File: config.mk
export PLATFORM = sky130hd
export DESIGN_NAME = mem_arbiter_flat
export DESIGN_NICKNAME = d
export VERILOG_FILES = /design/src/rtl/mem_arb_pkg.sv /design/src/rtl/mem_arbiter_if.sv /design/src/rtl/mem_arb_watchdog.sv /design/src/rtl/mem_arbiter.sv /design/src/flat_wrapper.sv
export SDC_FILE = /design/constraint.sdc
export NUM_CORES = 1
export LEC_CHECK = 0
export CAP_MARGIN = 20
export CORE_MARGIN = 1
export CORE_UTILIZATION = 44
export CTS_CLUSTER_DIAMETER = 50
export DETAILED_ROUTE_END_ITERATION = 10
export PLACE_DENSITY = 0.86
export SLEW_MARGIN = 20
export SYNTH_ARGS = -nofsm -noshare
export SYNTH_HDL_FRONTEND = slang
export SYNTH_HIERARCHICAL = 1
export SYNTH_SLANG_ARGS = --single-unit
File: constraint.sdc
create_clock -name clk -period 3.35 [get_ports clk]
set_input_delay 0.67 -clock clk [delete_from_list [all_inputs] [get_ports clk]]
set_output_delay 0.67 -clock clk [all_outputs]
set_load 0.02 [all_outputs]
File: src/rtl/mem_arb_pkg.sv
// Shared types and constants for the unified-memory arbiter.
package mem_arb_pkg;

  typedef enum logic [1:0] {
    IDLE    = 2'd0,
    IF_BUSY = 2'd1,
    DM_BUSY = 2'd2,
    RESP    = 2'd3
  } arb_state_t;

  localparam logic PORT_IF = 1'b0;
  localparam logic PORT_DM = 1'b1;

  localparam int unsigned DEF_TIMEOUT_CYCLES = 255;

  // Which CPU port owns the access in progress for a busy state.
  function automatic logic busy_port(arb_state_t s);
    return (s == DM_BUSY) ? PORT_DM : PORT_IF;
  endfunction

endpackage

File: src/rtl/mem_arbiter_if.sv
// Bus bundle between the CPU fetch/data ports, the arbiter and the memory model.
interface mem_arbiter_if #(
  parameter int unsigned ADDR_W = 32,
  parameter int unsigned DATA_W = 32
);
  logic              if_req;
  logic [ADDR_W-1:0] if_addr;
  logic              if_cancel;
  logic [DATA_W-1:0] if_rdata;
  logic              if_ready;
  logic              dm_req;
  logic              dm_we;
  logic [ADDR_W-1:0] dm_addr;
  logic [DATA_W-1:0] dm_wdata;
  logic [DATA_W-1:0] dm_rdata;
  logic              dm_ready;
  logic              mem_req;
  logic              mem_we;
  logic [ADDR_W-1:0] mem_addr;
  logic [DATA_W-1:0] mem_wdata;
  logic [DATA_W-1:0] mem_rdata;
  logic              mem_ack;
  logic              err_timeout;

  modport slave (
    input  if_req, if_addr, if_cancel, dm_req, dm_we, dm_addr, dm_wdata,
           mem_rdata, mem_ack,
    output if_rdata, if_ready, dm_rdata, dm_ready,
           mem_req, mem_we, mem_addr, mem_wdata, err_timeout
  );

  modport master (
    output if_req, if_addr, if_cancel, dm_req, dm_we, dm_addr, dm_wdata,
           mem_rdata, mem_ack,
    input  if_rdata, if_ready, dm_rdata, dm_ready,
           mem_req, mem_we, mem_addr, mem_wdata, err_timeout
  );
endinterface

File: src/rtl/mem_arb_watchdog.sv
// Busy-cycle watchdog: down-counter loaded at grant, terminal count at zero.
module mem_arb_watchdog
  import mem_arb_pkg::*;
#(
  parameter int unsigned TIMEOUT_CYCLES = DEF_TIMEOUT_CYCLES
) (
  input  logic clk,
  input  logic reset,
  input  logic load,
  input  logic clear,
  input  logic count,
  output logic tc
);
  localparam int unsigned CNT_W = $clog2(TIMEOUT_CYCLES + 1);

  logic [CNT_W-1:0] cnt;

  // Loading TIMEOUT_CYCLES-1 makes tc assert during the last allowed busy cycle.
  always_ff @(posedge clk) begin
    if (!reset)                   cnt <= '0;
    else if (load)                cnt <= CNT_W'(TIMEOUT_CYCLES - 1);
    else if (clear)               cnt <= '0;
    else if (count && cnt != '0)  cnt <= cnt - CNT_W'(1);
  end

  assign tc = (cnt == '0);
endmodule

File: src/rtl/mem_arbiter.sv
// Single-port memory arbiter for CPU fetch and data ports, data has priority.
// Optional busy watchdog enabled by defining MEM_ARB_TIMEOUT_EN.
//
// state   | meaning
// IDLE    | no access; grant data first, then an uncancelled fetch
// IF_BUSY | fetch on the memory bus, waiting for mem_ack
// DM_BUSY | load/store on the memory bus, waiting for mem_ack
// RESP    | one-cycle ready pulse to the granted port, no grants
module mem_arbiter
  import mem_arb_pkg::*;
#(
  parameter int unsigned ADDR_W         = 32,
  parameter int unsigned DATA_W         = 32,
  parameter int unsigned TIMEOUT_CYCLES = DEF_TIMEOUT_CYCLES
) (
  input logic         clk,
  input logic         reset,
  mem_arbiter_if.slave bus
);
  arb_state_t state, next_state;

  logic              busy, done, drop_now, timeout;
  logic [DATA_W-1:0] resp_data;

  logic              drop, drop_d;
  logic              mem_req_q, mem_req_d, mem_we_q, mem_we_d;
  logic [ADDR_W-1:0] mem_addr_q, mem_addr_d;
  logic [DATA_W-1:0] mem_wdata_q, mem_wdata_d;
  logic [DATA_W-1:0] if_rdata_q, if_rdata_d, dm_rdata_q, dm_rdata_d;
  logic              if_ready_q, if_ready_d, dm_ready_q, dm_ready_d;
  logic              err_q, err_d;

  if (TIMEOUT_CYCLES < 1) begin : g_bad_cfg
    $error("mem_arbiter: TIMEOUT_CYCLES must be at least 1");
  end

  assign busy      = (state == IF_BUSY) || (state == DM_BUSY);
  assign done      = bus.mem_ack || timeout;
  assign drop_now  = drop || bus.if_cancel;
  // A forced (timed-out) completion returns zero data.
  assign resp_data = bus.mem_ack ? bus.mem_rdata : '0;

`ifdef MEM_ARB_TIMEOUT_EN
  logic wd_tc;

  mem_arb_watchdog #(.TIMEOUT_CYCLES(TIMEOUT_CYCLES)) u_watchdog (
    .clk   (clk),
    .reset (reset),
    .load  (state == IDLE && next_state != IDLE),
    .clear (busy && done),
    .count (busy),
    .tc    (wd_tc)
  );

  assign timeout = busy && wd_tc;
`else
  assign timeout = 1'b0;
`endif

  always_ff @(posedge clk) begin
    if (!reset) begin
      state       <= IDLE;
      drop        <= 1'b0;
      mem_req_q   <= 1'b0;
      mem_we_q    <= 1'b0;
      mem_addr_q  <= '0;
      mem_wdata_q <= '0;
      if_rdata_q  <= '0;
      dm_rdata_q  <= '0;
      if_ready_q  <= 1'b0;
      dm_ready_q  <= 1'b0;
      err_q       <= 1'b0;
    end else begin
      state       <= next_state;
      drop        <= drop_d;
      mem_req_q   <= mem_req_d;
      mem_we_q    <= mem_we_d;
      mem_addr_q  <= mem_addr_d;
      mem_wdata_q <= mem_wdata_d;
      if_rdata_q  <= if_rdata_d;
      dm_rdata_q  <= dm_rdata_d;
      if_ready_q  <= if_ready_d;
      dm_ready_q  <= dm_ready_d;
      err_q       <= err_d;
    end
  end

  always_comb begin
    next_state = state;
    case (state)
      IDLE: begin
        if (bus.dm_req)                         next_state = DM_BUSY;
        else if (bus.if_req && !bus.if_cancel)  next_state = IF_BUSY;
      end
      IF_BUSY: if (done) next_state = drop_now ? IDLE : RESP;
      DM_BUSY: if (done) next_state = RESP;
      RESP:    next_state = IDLE;
      default: next_state = IDLE;
    endcase
  end

  always_comb begin
    drop_d      = drop;
    mem_req_d   = mem_req_q;
    mem_we_d    = mem_we_q;
    mem_addr_d  = mem_addr_q;
    mem_wdata_d = mem_wdata_q;
    if_rdata_d  = if_rdata_q;
    dm_rdata_d  = dm_rdata_q;
    if_ready_d  = 1'b0;
    dm_ready_d  = 1'b0;
    err_d       = err_q || (timeout && !bus.mem_ack);
    case (state)
      IDLE: begin
        if (next_state == DM_BUSY) begin
          mem_req_d   = 1'b1;
          mem_we_d    = bus.dm_we;
          mem_addr_d  = bus.dm_addr;
          mem_wdata_d = bus.dm_wdata;
        end else if (next_state == IF_BUSY) begin
          mem_req_d  = 1'b1;
          mem_we_d   = 1'b0;
          mem_addr_d = bus.if_addr;
        end
      end
      IF_BUSY, DM_BUSY: begin
        if (done) begin
          mem_req_d = 1'b0;
          drop_d    = 1'b0;
          if (busy_port(state) == PORT_DM) begin
            dm_ready_d = 1'b1;
            if (!mem_we_q) dm_rdata_d = resp_data;
          end else if (!drop_now) begin
            if_ready_d = 1'b1;
            if_rdata_d = resp_data;
          end
        end else if (state == IF_BUSY && bus.if_cancel) begin
          drop_d = 1'b1;
        end
      end
      default: ;
    endcase
  end

  assign bus.mem_req     = mem_req_q;
  assign bus.mem_we      = mem_we_q;
  assign bus.mem_addr    = mem_addr_q;
  assign bus.mem_wdata   = mem_wdata_q;
  assign bus.if_rdata    = if_rdata_q;
  assign bus.dm_rdata    = dm_rdata_q;
  assign bus.if_ready    = if_ready_q;
  assign bus.dm_ready    = dm_ready_q;
  assign bus.err_timeout = err_q;
endmodule

File: src/flat_wrapper.sv
// flat-port wrapper written by rule: the top's interface ports become plain ports
module mem_arbiter_flat import mem_arb_pkg::*;
#(
  parameter int unsigned ADDR_W         = 32,
  parameter int unsigned DATA_W         = 32,
  parameter int unsigned TIMEOUT_CYCLES = DEF_TIMEOUT_CYCLES
)
  (clk, reset, bus_if_req, bus_if_addr, bus_if_cancel, bus_dm_req, bus_dm_we, bus_dm_addr, bus_dm_wdata, bus_mem_rdata, bus_mem_ack, bus_if_rdata, bus_if_ready, bus_dm_rdata, bus_dm_ready, bus_mem_req, bus_mem_we, bus_mem_addr, bus_mem_wdata, bus_err_timeout);
  mem_arbiter_if #(.ADDR_W(ADDR_W), .DATA_W(DATA_W)) bus_i ();
  input logic clk;
  input logic reset;
  input wire logic [$bits(bus_i.if_req)-1:0] bus_if_req;
  input wire logic [$bits(bus_i.if_addr)-1:0] bus_if_addr;
  input wire logic [$bits(bus_i.if_cancel)-1:0] bus_if_cancel;
  input wire logic [$bits(bus_i.dm_req)-1:0] bus_dm_req;
  input wire logic [$bits(bus_i.dm_we)-1:0] bus_dm_we;
  input wire logic [$bits(bus_i.dm_addr)-1:0] bus_dm_addr;
  input wire logic [$bits(bus_i.dm_wdata)-1:0] bus_dm_wdata;
  input wire logic [$bits(bus_i.mem_rdata)-1:0] bus_mem_rdata;
  input wire logic [$bits(bus_i.mem_ack)-1:0] bus_mem_ack;
  output wire logic [$bits(bus_i.if_rdata)-1:0] bus_if_rdata;
  output wire logic [$bits(bus_i.if_ready)-1:0] bus_if_ready;
  output wire logic [$bits(bus_i.dm_rdata)-1:0] bus_dm_rdata;
  output wire logic [$bits(bus_i.dm_ready)-1:0] bus_dm_ready;
  output wire logic [$bits(bus_i.mem_req)-1:0] bus_mem_req;
  output wire logic [$bits(bus_i.mem_we)-1:0] bus_mem_we;
  output wire logic [$bits(bus_i.mem_addr)-1:0] bus_mem_addr;
  output wire logic [$bits(bus_i.mem_wdata)-1:0] bus_mem_wdata;
  output wire logic [$bits(bus_i.err_timeout)-1:0] bus_err_timeout;
  assign bus_i.if_req = bus_if_req;
  assign bus_i.if_addr = bus_if_addr;
  assign bus_i.if_cancel = bus_if_cancel;
  assign bus_i.dm_req = bus_dm_req;
  assign bus_i.dm_we = bus_dm_we;
  assign bus_i.dm_addr = bus_dm_addr;
  assign bus_i.dm_wdata = bus_dm_wdata;
  assign bus_i.mem_rdata = bus_mem_rdata;
  assign bus_i.mem_ack = bus_mem_ack;
  assign bus_if_rdata = bus_i.if_rdata;
  assign bus_if_ready = bus_i.if_ready;
  assign bus_dm_rdata = bus_i.dm_rdata;
  assign bus_dm_ready = bus_i.dm_ready;
  assign bus_mem_req = bus_i.mem_req;
  assign bus_mem_we = bus_i.mem_we;
  assign bus_mem_addr = bus_i.mem_addr;
  assign bus_mem_wdata = bus_i.mem_wdata;
  assign bus_err_timeout = bus_i.err_timeout;
  mem_arbiter #(.ADDR_W(ADDR_W), .DATA_W(DATA_W), .TIMEOUT_CYCLES(TIMEOUT_CYCLES)) u_core (.clk(clk), .reset(reset), .bus(bus_i));
endmodule
[Word level (Yosys, flattened, before mapping)]
Index checks and enable logic that the tools add are counted.
Storage, ports and cells
  RAM bits: 0
  bits in latches: 0
  memories kept: 0
  ROM bits: 0
  output and inout bits: 133
  register bits after elaboration: 135
  logic and storage cells: 59
Cells by class
  equal/unequal tests: 7
  multipliers: 0
  add/subtract/negate cells: 0
  div/mod/pow operators: 0
  magnitude comparators: 0
  multiplexer cells: 19
  reduce and logical (&&, ||, !) cells: 17
  shifts and indexed selects: 0
  bitwise operators: 6
Operators with widths (number)
  2-to-1 mux 32 bit: 2
  2-to-1 mux 1 bit: 10
  2-to-1 mux 2 bit: 5
  case mux 2 bit (4 select lines): 1
  AND reduction 4 bit: 2
  == test 2 bit (second input constant): 3
  NOT 1 bit: 6
  AND reduction 2 bit: 3
  AND reduction 3 bit: 2
  nonzero test 2 bit: 3
  == test 2 x 1 -> 1 bit (second input constant): 2
  OR reduction 4 bit: 1
  != test 3 x 1 -> 1 bit (second input constant): 1
  logical AND 1 bit: 2
  zero test 2 bit: 1
  != test 2 bit (second input constant): 1
  case mux 1 bit (2 select lines): 1
  OR reduction 2 bit: 1
  zero test 1 bit: 1
  logical OR 1 bit: 1

[Longest topological paths before layout]
Gate-level depths: netlist of the first run.
  depth in word-level cells: 9
  depth in mapped cells: 12
  gate-level depth less buffers: 9

[Worst setup path before layout of the first run]
Ideal clock, no wire load.
  path kind: input to register
  start point: input bus_if_cancel
  end point: register u_core.mem_addr_q[24], in the netlist u_core/bus.mem_addr[24]
  stages: 9
  arrival: 2161 ps
  slack: 1072 ps
  required time: 3234 ps
  setup time: 116 ps
  cell sequence: o21ai_0 > a211oi_1 > nor3_1 > ha_1 > buf_2 > buf_2 > mux2i_1 > nand2_1 > o211a_1
Between the ends
  word-level cells in the longest chain between the ends: 8
  elaborated cells on any way between the ends: 13
  those cells by class: eq/ne: 2; mux: 6; reduce/logical: 5
Ends and longest elaborated chain
  start, declared: RTL line flat_wrapper.sv:14  | input wire logic [$bits(bus_i.if_cancel)-1:0] bus_if_cancel;
  zero test 1 bit: RTL line mem_arbiter.sv:93  | else if (bus.if_req && !bus.if_cancel) next_state = IF_BUSY;
  logical AND 1 bit: RTL line mem_arbiter.sv:93
  2-to-1 mux 2 bit: RTL line mem_arbiter.sv:93
  2-to-1 mux 2 bit: RTL line mem_arbiter.sv:92  | if (bus.dm_req) next_state = DM_BUSY;
  case mux 2 bit (4 select lines) (*): RTL line mem_arbiter.sv:90  | case (state)
  net u_core.next_state[1]: RTL line mem_arbiter.sv:20  | arb_state_t state, next_state;
  == test 2 x 1 -> 1 bit or == test 2 bit (tied branches): RTL line mem_arbiter.sv:120, mem_arbiter.sv:115
  nonzero test 2 bit (no source line)
  AND reduction 2 bit (no source line)
  end signal, assigned: RTL line mem_arbiter.sv:78  | mem_addr_q <= mem_addr_d;
  end, declared: RTL line mem_arbiter.sv:27  | logic [ADDR_W-1:0] mem_addr_q, mem_addr_d;
The timed path passes the listed nets; every way through them passes the cells marked *.
A chain may end at the register's enable or synchronous reset.

[Worst setup path after layout of the first run]
  start point: input bus_if_cancel
  end point: register u_core.mem_addr_q[17], in the netlist u_core/bus.mem_addr[17]
Same word-level chain as after synthesis.

==> results of run 1 <==
==> registers in the layout, indices dropped and copies added, names as in the netlist <==
signal                cells
u_core/bus.dm_rdata      32
u_core/bus.if_rdata      32
u_core/bus.mem_addr      32
u_core/bus.mem_wdata     32
u_core/state              2
u_core/bus.dm_ready       1
u_core/bus.if_ready       1
u_core/bus.mem_req        1
u_core/bus.mem_we         1
u_core/drop               1
==> final cells by class <==
class	instances	area (µm²)	share of cell area, %
Clock buffer	19	433	4.85
Inverter	4	15.0	0.168
Timing Repair Buffer	277	2790	31.3
Tap cell	168	210	2.36
Multi-Input combinational cell	428	2610	29.3
Clock inverter	12	154	1.73
Sequential cell	135	2700	30.3
==> per-stage QoR <==
stage	util (%)	cell area, µm²	total power (W)
2_1_floorplan	-	5540	0.00333
3_3_place_gp	68.5	8330	0.00426
3_5_place_dp	68.5	8330	0.00435
4_1_cts	73.3	8920	0.00621
5_1_grt	73.3	8920	0.00646
6_report	73.3	8920	0.00617
==> cell usage in the layout, fill, tap and decap left out, drive strengths merged, types with 2 or more instances in the layout <==
cell	instances
clkdlybuf4s50	265
nand2	230
dfxtp	135
a21boi	65
mux2i	64
o211a	32
clkbuf	19
buf	12
clkinv	8
ha	7
inv	5
a21oi	4
bufinv	3
nor3	3
nand2b	3
nor2	3
o21ai	2
nand3	2
==> power by group <==
part	leakage (nW)	switching (W)	internal, W
Clock	0.291	0.000676	0.00117
Sequential	1.10	0.000175	0.00191
Combinational	2.22	0.00117	0.00108
Total	3.61	0.00202	0.00415
==> worst min-delay path: cells and delay by family, from the launching register on <==
family / cells / cell delay [ns]
flops: 1 / 0.31
simple gates: 1 / 0.05
compound gates: 1 / 0.05
==> how the worst min path moves through the flow <==
stage | startpoint | endpoint | slack (ns) | depth (start not counted)
global placement | u_core/bus.dm_rdata[9] | u_core/bus.dm_rdata[9] | 0.44 | 2
floorplan | u_core/drop | u_core/bus.if_ready | 0.49 | 1
CTS | u_core/bus.dm_rdata[6] | u_core/bus.dm_rdata[6] | 0.45 | 2
detailed placement | u_core/bus.dm_rdata[6] | u_core/bus.dm_rdata[6] | 0.45 | 2
finish | u_core/bus.dm_rdata[6] | u_core/bus.dm_rdata[6] | 0.45 | 2
global route | u_core/bus.dm_rdata[6] | u_core/bus.dm_rdata[6] | 0.47 | 2
==> kinds of logic after synthesis <==
family / share of synthesized area (%)
and+or+nand+nor: 17.7
other: 0.0676
AOI/OAI and AO/OA: 16.0
adders and majority gates: 1.58
buffers and inverters: 4.36
muxes: 11.6
DFF: 48.7
==> Yosys cell counts (2+ instances only) <==
master	count	area, µm²
sky130_fd_sc_hd__nand2_1	229	860
sky130_fd_sc_hd__dfxtp_1	135	2700
sky130_fd_sc_hd__mux2i_1	64	641
sky130_fd_sc_hd__a21boi_0	60	450
sky130_fd_sc_hd__o211a_1	32	320
sky130_fd_sc_hd__clkbuf_1	22	82.6
sky130_fd_sc_hd__buf_2	19	95.1
sky130_fd_sc_hd__ha_1	7	87.6
sky130_fd_sc_hd__a21boi_1	5	37.5
sky130_fd_sc_hd__a21oi_1	4	20.0
sky130_fd_sc_hd__inv_1	4	15.0
sky130_fd_sc_hd__buf_6	3	33.8
sky130_fd_sc_hd__nand2b_1	3	18.8
sky130_fd_sc_hd__nor2_1	3	11.3
sky130_fd_sc_hd__nor3_1	3	15.0
sky130_fd_sc_hd__buf_1	2	7.51
sky130_fd_sc_hd__nand3_1	2	10.0
sky130_fd_sc_hd__o21ai_0	2	10.0
==> routing by layer <==
| layer | wire (µm) | GRT usage (%) | vias up |
|---|---|---|---|
| met3 | 1150 | 7.09 | 31 |
| met1 | 6260 | 26.3 | 2423 |
| met5 | 0 | 0 | - |
| met2 | 8140 | 44.6 | 233 |
| li1 | - | - | 2540 |
| met4 | 386 | 9.87 | 0 |
==> results by group, run 1 <==
Worst setup path
  • Type of element capturing the critical path: register
  • Reg2reg end: u_core/bus.mem_addr[20]
  • CP bufs+invs: 2
  • Critical path depth: 9
  • Cell family with the largest share of critical-path delay: buffers and inverters
  • WS Path Type: primary input to register
  • Largest stage delay on the critical path: 0.51 ns
  • Worst setup SP type: primary input
  • Worst setup path endpoint: u_core/bus.mem_addr[17]
  • Cell with the largest stage delay on the worst path: sky130_fd_sc_hd__clkdlybuf4s50_1
  • Cells along the critical path: clkdlybuf4s50_1 -> o21ai_0 -> a211oi_1 -> nor3_1 -> ha_2 -> buf_12 -> mux2i_1 -> nand2_1 -> o211a_1
  • Worst Setup SP: bus_if_cancel
  • Critical path data required time: 3.65 ns
  • Setup slack on the worst flop-to-flop path: 0.92 ns
  • Largest fanout on the critical path: 28
  • Launch point of the worst reg-to-reg path: u_core/state[0]
  • Path depth of the worst reg2reg path: 9
  • Critical path arrival: 2.99 ns

Logic synthesis
  • Number of register bits inferred by synthesis: 135
  • Dominant synthesized flop cell: sky130_fd_sc_hd__dfxtp_1
  • Unique masters post-synth: 33
  • Cell count after synthesis: 614
  • Post-synth EDFFs: 0
  • Sequential fraction of the synthesis area: 48.7%
  • Per-instance average area after synthesis: 9.03 µm²
  • Combined area of all synthesized cells: 5540 µm²
  • Synth async-reset ratio: 0%
  • Net count after synthesis: 756
  • YS warnings: 6

Timing
  • Clock Skews: 0.00955 ns
  • Hold Fails Final Rpt: 0
  • Minimum period implied by the final worst setup slack: 2.69 ns
  • Final setup violating endpoints: 0
  • Fmax: 372 MHz
  • Portion of the clock cycle consumed by the worst path in the final layout: 80.3%
  • Slew Viols, Final: 0
  • Worst rel slew slack: 51.9%
  • Final-layout worst hold slack: 0.454 ns
  • Unrepaired setup endpoints after global routing: false
  • Least setup slack across all paths after layout: 0.660 ns
  • Summed negative setup slack over all endpoints: 0 ns
  • Actual slew at the worst max-slew pin: 0.721 ns

GRT
  • Number of antenna violations at the first check in global routing: 0
  • Aggregate global-route resource usage: 24.4%
  • Overall overflow remaining after global route: 0
  • Pin count of the biggest net entering global routing: 83
  • Via count of the first global-routing pass: 5155
  • First-pass GRT wire length: 24600 µm

Flow run
  • Maximum Capacitance Violations: 0

Die
  • Die Y-Extent: 114 µm
  • Initial standard-cell utilization of the core: 45.6%
  • Standard-cell row count: 40
  • Die Width: 114 µm
  • Core box area: 12200 µm²
  • I/O pin count: 268
  • Area of the die: 13100 µm²

Placement
  • Worst setup slack before clock tree synthesis: 0.283 ns
  • Dpl hpwl: 11700 µm
  • Placed insts: 1012
  • Final estimated routing congestion in global placement: 0.781
  • Number of port buffers: 266

Clock network
  • Hold buffer count at cts: 0
  • H-Tree Level Count: 4
  • Longest Clk Path Bufs: 2
  • Worst-Skew Late Latency: 0.41 ns
  • TritonCTS clock tree: done
  • Number of clock buffers inserted by TritonCTS: 17
  • Clock root buffer master: sky130_fd_sc_hd__clkbuf_16
  • CTS resizes: 0
  • Post CTS Setup Buffer Count: 0
  • Clk slew on worst S/H paths: 0.06 ns
  • Total number of clock tree sinks: 135

Routing
  • First DRT Iteration DRCs: 420
  • Detailed-route DRC error count: 0
  • Total length of routed wires: 15900 µm
  • Detail Route Antenna Nets: 0
  • WL/cell: 15.3 µm
  • Routed vias/inst: 5.01
  • Drt pass-1 iters: 5
  • Via Count: 5227

Power and ir drop
  • Highest ir drop seen on vdd: 0.562 mV
  • Static Leakage: 3.61 nW
  • Areal power density over the cells: 692 nW/µm²

Finish
  • Fraction of layout instances using a drive strength above 1: 5.37%
  • Layout fillers: 884
  • Number of antenna repair diodes: 0
  • Final-stage net count: 1005
  • Area grow syn2layout: 60.8%
  • Final std cells w/o fill: 1043

Min path
  • Hold/Removal Path Class: register to register

Outcome
  • Run status: finished, final reports clean
Note: power is estimated with default switching activity, not from simulation.
==> run 2: changes to the inputs <==
Settings changed: CORE_UTILIZATION 44 to 41, PLACE_DENSITY 0.86 to 0.81.
Clock period 3.35 ns to 2.78 ns, I/O delays scaled along.
==> run 2 against run 1 <==
Sequential power up 20%. Count of clock-buffer cells in the layout is 2 higher. Register-to-register slack got worse by 0.51 ns. Cell count increased by 1.2%. Cell area up 2.0%. Die area is 7.2% higher. Flip-flop and latch count stayed put. Via count shrank 1.5%. First-iteration DRC count fell by 39%. Critical endpoint is now u_core/bus.mem_wdata[27].
==> results by group, run 2 (synthesis results as in run 1) <==
Finish
  • End-of-flow core utilization: 69.0%
  • Leading cell type in the layout, fill and taps excluded: sky130_fd_sc_hd__clkdlybuf4s50_1
  • Commonest cells after routing, fill and taps aside: sky130_fd_sc_hd__clkdlybuf4s50_1, sky130_fd_sc_hd__nand2_1, sky130_fd_sc_hd__dfxtp_1, sky130_fd_sc_hd__mux2i_1, sky130_fd_sc_hd__a21boi_0
  • Number of antenna repair diodes: 0
  • Fraction of layout instances using a drive strength above 1: 5.91%
  • Final std cells w/o fill: 1056
  • Area grow syn2layout: 64.1%
  • Final-stage net count: 1009
  • Layout fillers: 1006

Die
  • Die Y-Extent: 118 µm
  • I/O pin count: 268
  • Standard-cell row count: 42
  • Core box area: 13200 µm²
  • Area of the die: 14000 µm²
  • Initial standard-cell utilization of the core: 42.0%
  • Die Width: 118 µm

Worst setup path
  • Critical path arrival: 2.76 ns
  • Worst setup SP type: primary input
  • Type of element capturing the critical path: register
  • Critical path data required time: 3.09 ns
  • Path depth of the worst reg2reg path: 9
  • WS Path Type: primary input to register
  • Largest fanout on the critical path: 32

Timing
  • Actual slew at the worst max-slew pin: 0.556 ns
  • Slew Viols, Final: 0
  • Worst rel slew slack: 62.9%
  • Portion of the clock cycle consumed by the worst path in the final layout: 88.1%
  • Fmax: 408 MHz
  • Minimum period implied by the final worst setup slack: 2.45 ns
  • Final setup violating endpoints: 0
  • Hold Fails Final Rpt: 0
  • Unrepaired setup endpoints after global routing: false
  • Clock Skews: 0.00925 ns

Clock network
  • Number of clock buffers inserted by TritonCTS: 17
  • Clk slew on worst S/H paths: 0.06 ns
  • Total number of clock tree sinks: 135
  • Hold buffer count at cts: 0
  • TritonCTS clock tree: done
  • Clock root buffer master: sky130_fd_sc_hd__clkbuf_16
  • Post CTS Setup Buffer Count: 0
  • Worst-Skew Late Latency: 0.41 ns
  • CTS resizes: 0
  • Longest Clk Path Bufs: 2
  • H-Tree Level Count: 4

Routing
  • Detail Route Antenna Nets: 0
  • WL/cell: 14.8 µm
  • Drt pass-1 iters: 4
  • Via Count: 5146
  • First DRT Iteration DRCs: 258
  • Total length of routed wires: 15600 µm
  • Detailed-route DRC error count: 0
  • Routed vias/inst: 4.87

GRT
  • Via count of the first global-routing pass: 5190
  • First-pass GRT wire length: 24800 µm
  • Pin count of the biggest net entering global routing: 62
  • Number of antenna violations at the first check in global routing: 0
  • Overall overflow remaining after global route: 0
  • Aggregate global-route resource usage: 22.4%

Outcome
  • Run status: finished, final reports clean

Placement
  • Placed insts: 1024
  • Final estimated routing congestion in global placement: 0.822
  • Number of port buffers: 266
  • Dpl hpwl: 11300 µm

Flow run
  • Maximum Capacitance Violations: 0

Min path
  • Hold/Removal Path Class: register to register
  • Hold Path Depth: 2

Power and ir drop
  • Highest ir drop seen on vdd: 0.755 mV
  • Static Leakage: 3.68 nW
  • Areal power density over the cells: 867 nW/µm²
## run 2: cell count changes in the layout (fill, tap and decap cells not counted), sizes merged
cell	delta
clkinv	-5
buf	+4
clkinvlp	+1
inv	-1
bufinv	+4
clkbuf	+2
## run 2: critical path, stage by stage
cell and delay, ns:
sky130_fd_sc_hd__clkdlybuf4s50_1 0.49, sky130_fd_sc_hd__o21ai_0 0.34, sky130_fd_sc_hd__a211oi_1 0.16, sky130_fd_sc_hd__nor3_1 0.23, sky130_fd_sc_hd__ha_2 0.28, sky130_fd_sc_hd__and2_1 0.19, sky130_fd_sc_hd__buf_12 0.19, sky130_fd_sc_hd__nand2_1 0.10
sky130_fd_sc_hd__a21boi_0 0.22
## run 2: power breakdown
group	internal, W	switching [W]	leakage (nW)	total (W)
combinational	0.00134	0.00141	2.24	0.00275
sequential	0.00230	0.000199	1.10	0.00250
clock	0.00183	0.000820	0.338	0.00265
## run 2: per-stage QoR
stage / TNS [ns] / total power, W / hold slack (ns) / setup WS [ns] / area (µm²)
global route: 0 / 0.00826 / 0.473 / 0.242 / 9100
floorplan: 0 / 0.00402 / 0.494 / 0.563 / 5540
finish: 0 / 0.00789 / 0.457 / 0.331 / 9100
global placement: 0 / 0.00520 / 0.441 / 0.0874 / 8400
CTS: 0 / 0.00795 / 0.457 / 0.345 / 9100
detailed placement: -0.442 / 0.00528 / 0.447 / -0.0742 / 8400
## run 2: area by class of cell
cell class                 count  area (µm²)  share of cell area, %
tap                          176         220                   2.42
timing repair buffer         281        2850                   31.3
sequential                   135        2700                   29.7
clock buffer                  21         460                   5.06
multi-input combinational    428        2610                   28.7
inverter                       4        15.0                  0.165
clock inverter                11         244                   2.68
## run 2: worst paths after layout
path,to,startpoint,slack [ns]
worst min register to register,u_core/bus.if_rdata[5],u_core/bus.if_rdata[5],0.46
worst max-delay path,u_core/bus.mem_wdata[27],bus_if_cancel,0.33
worst max register to register,u_core/bus.mem_wdata[27],u_core/state[0],0.41
worst min-delay path,u_core/bus.if_rdata[5],u_core/bus.if_rdata[5],0.46
## run 2: per-layer routing
metal	part of all wire, %	wire [µm]	up-vias	track usage, %
li1	-	-	2549	-
met1	40	6190	2346	23.2
met2	50	7870	218	41.3
met3	7.3	1140	33	6.90
met4	2.5	394	0	9.38
met5	0	0	-	0
==> run 3: changes to the inputs <==
Settings changed: CTS_CLUSTER_SIZE set to 25.
==> results of run 3 <==
Same layout as run 2: the final DEF is identical, and so are final timing and power.
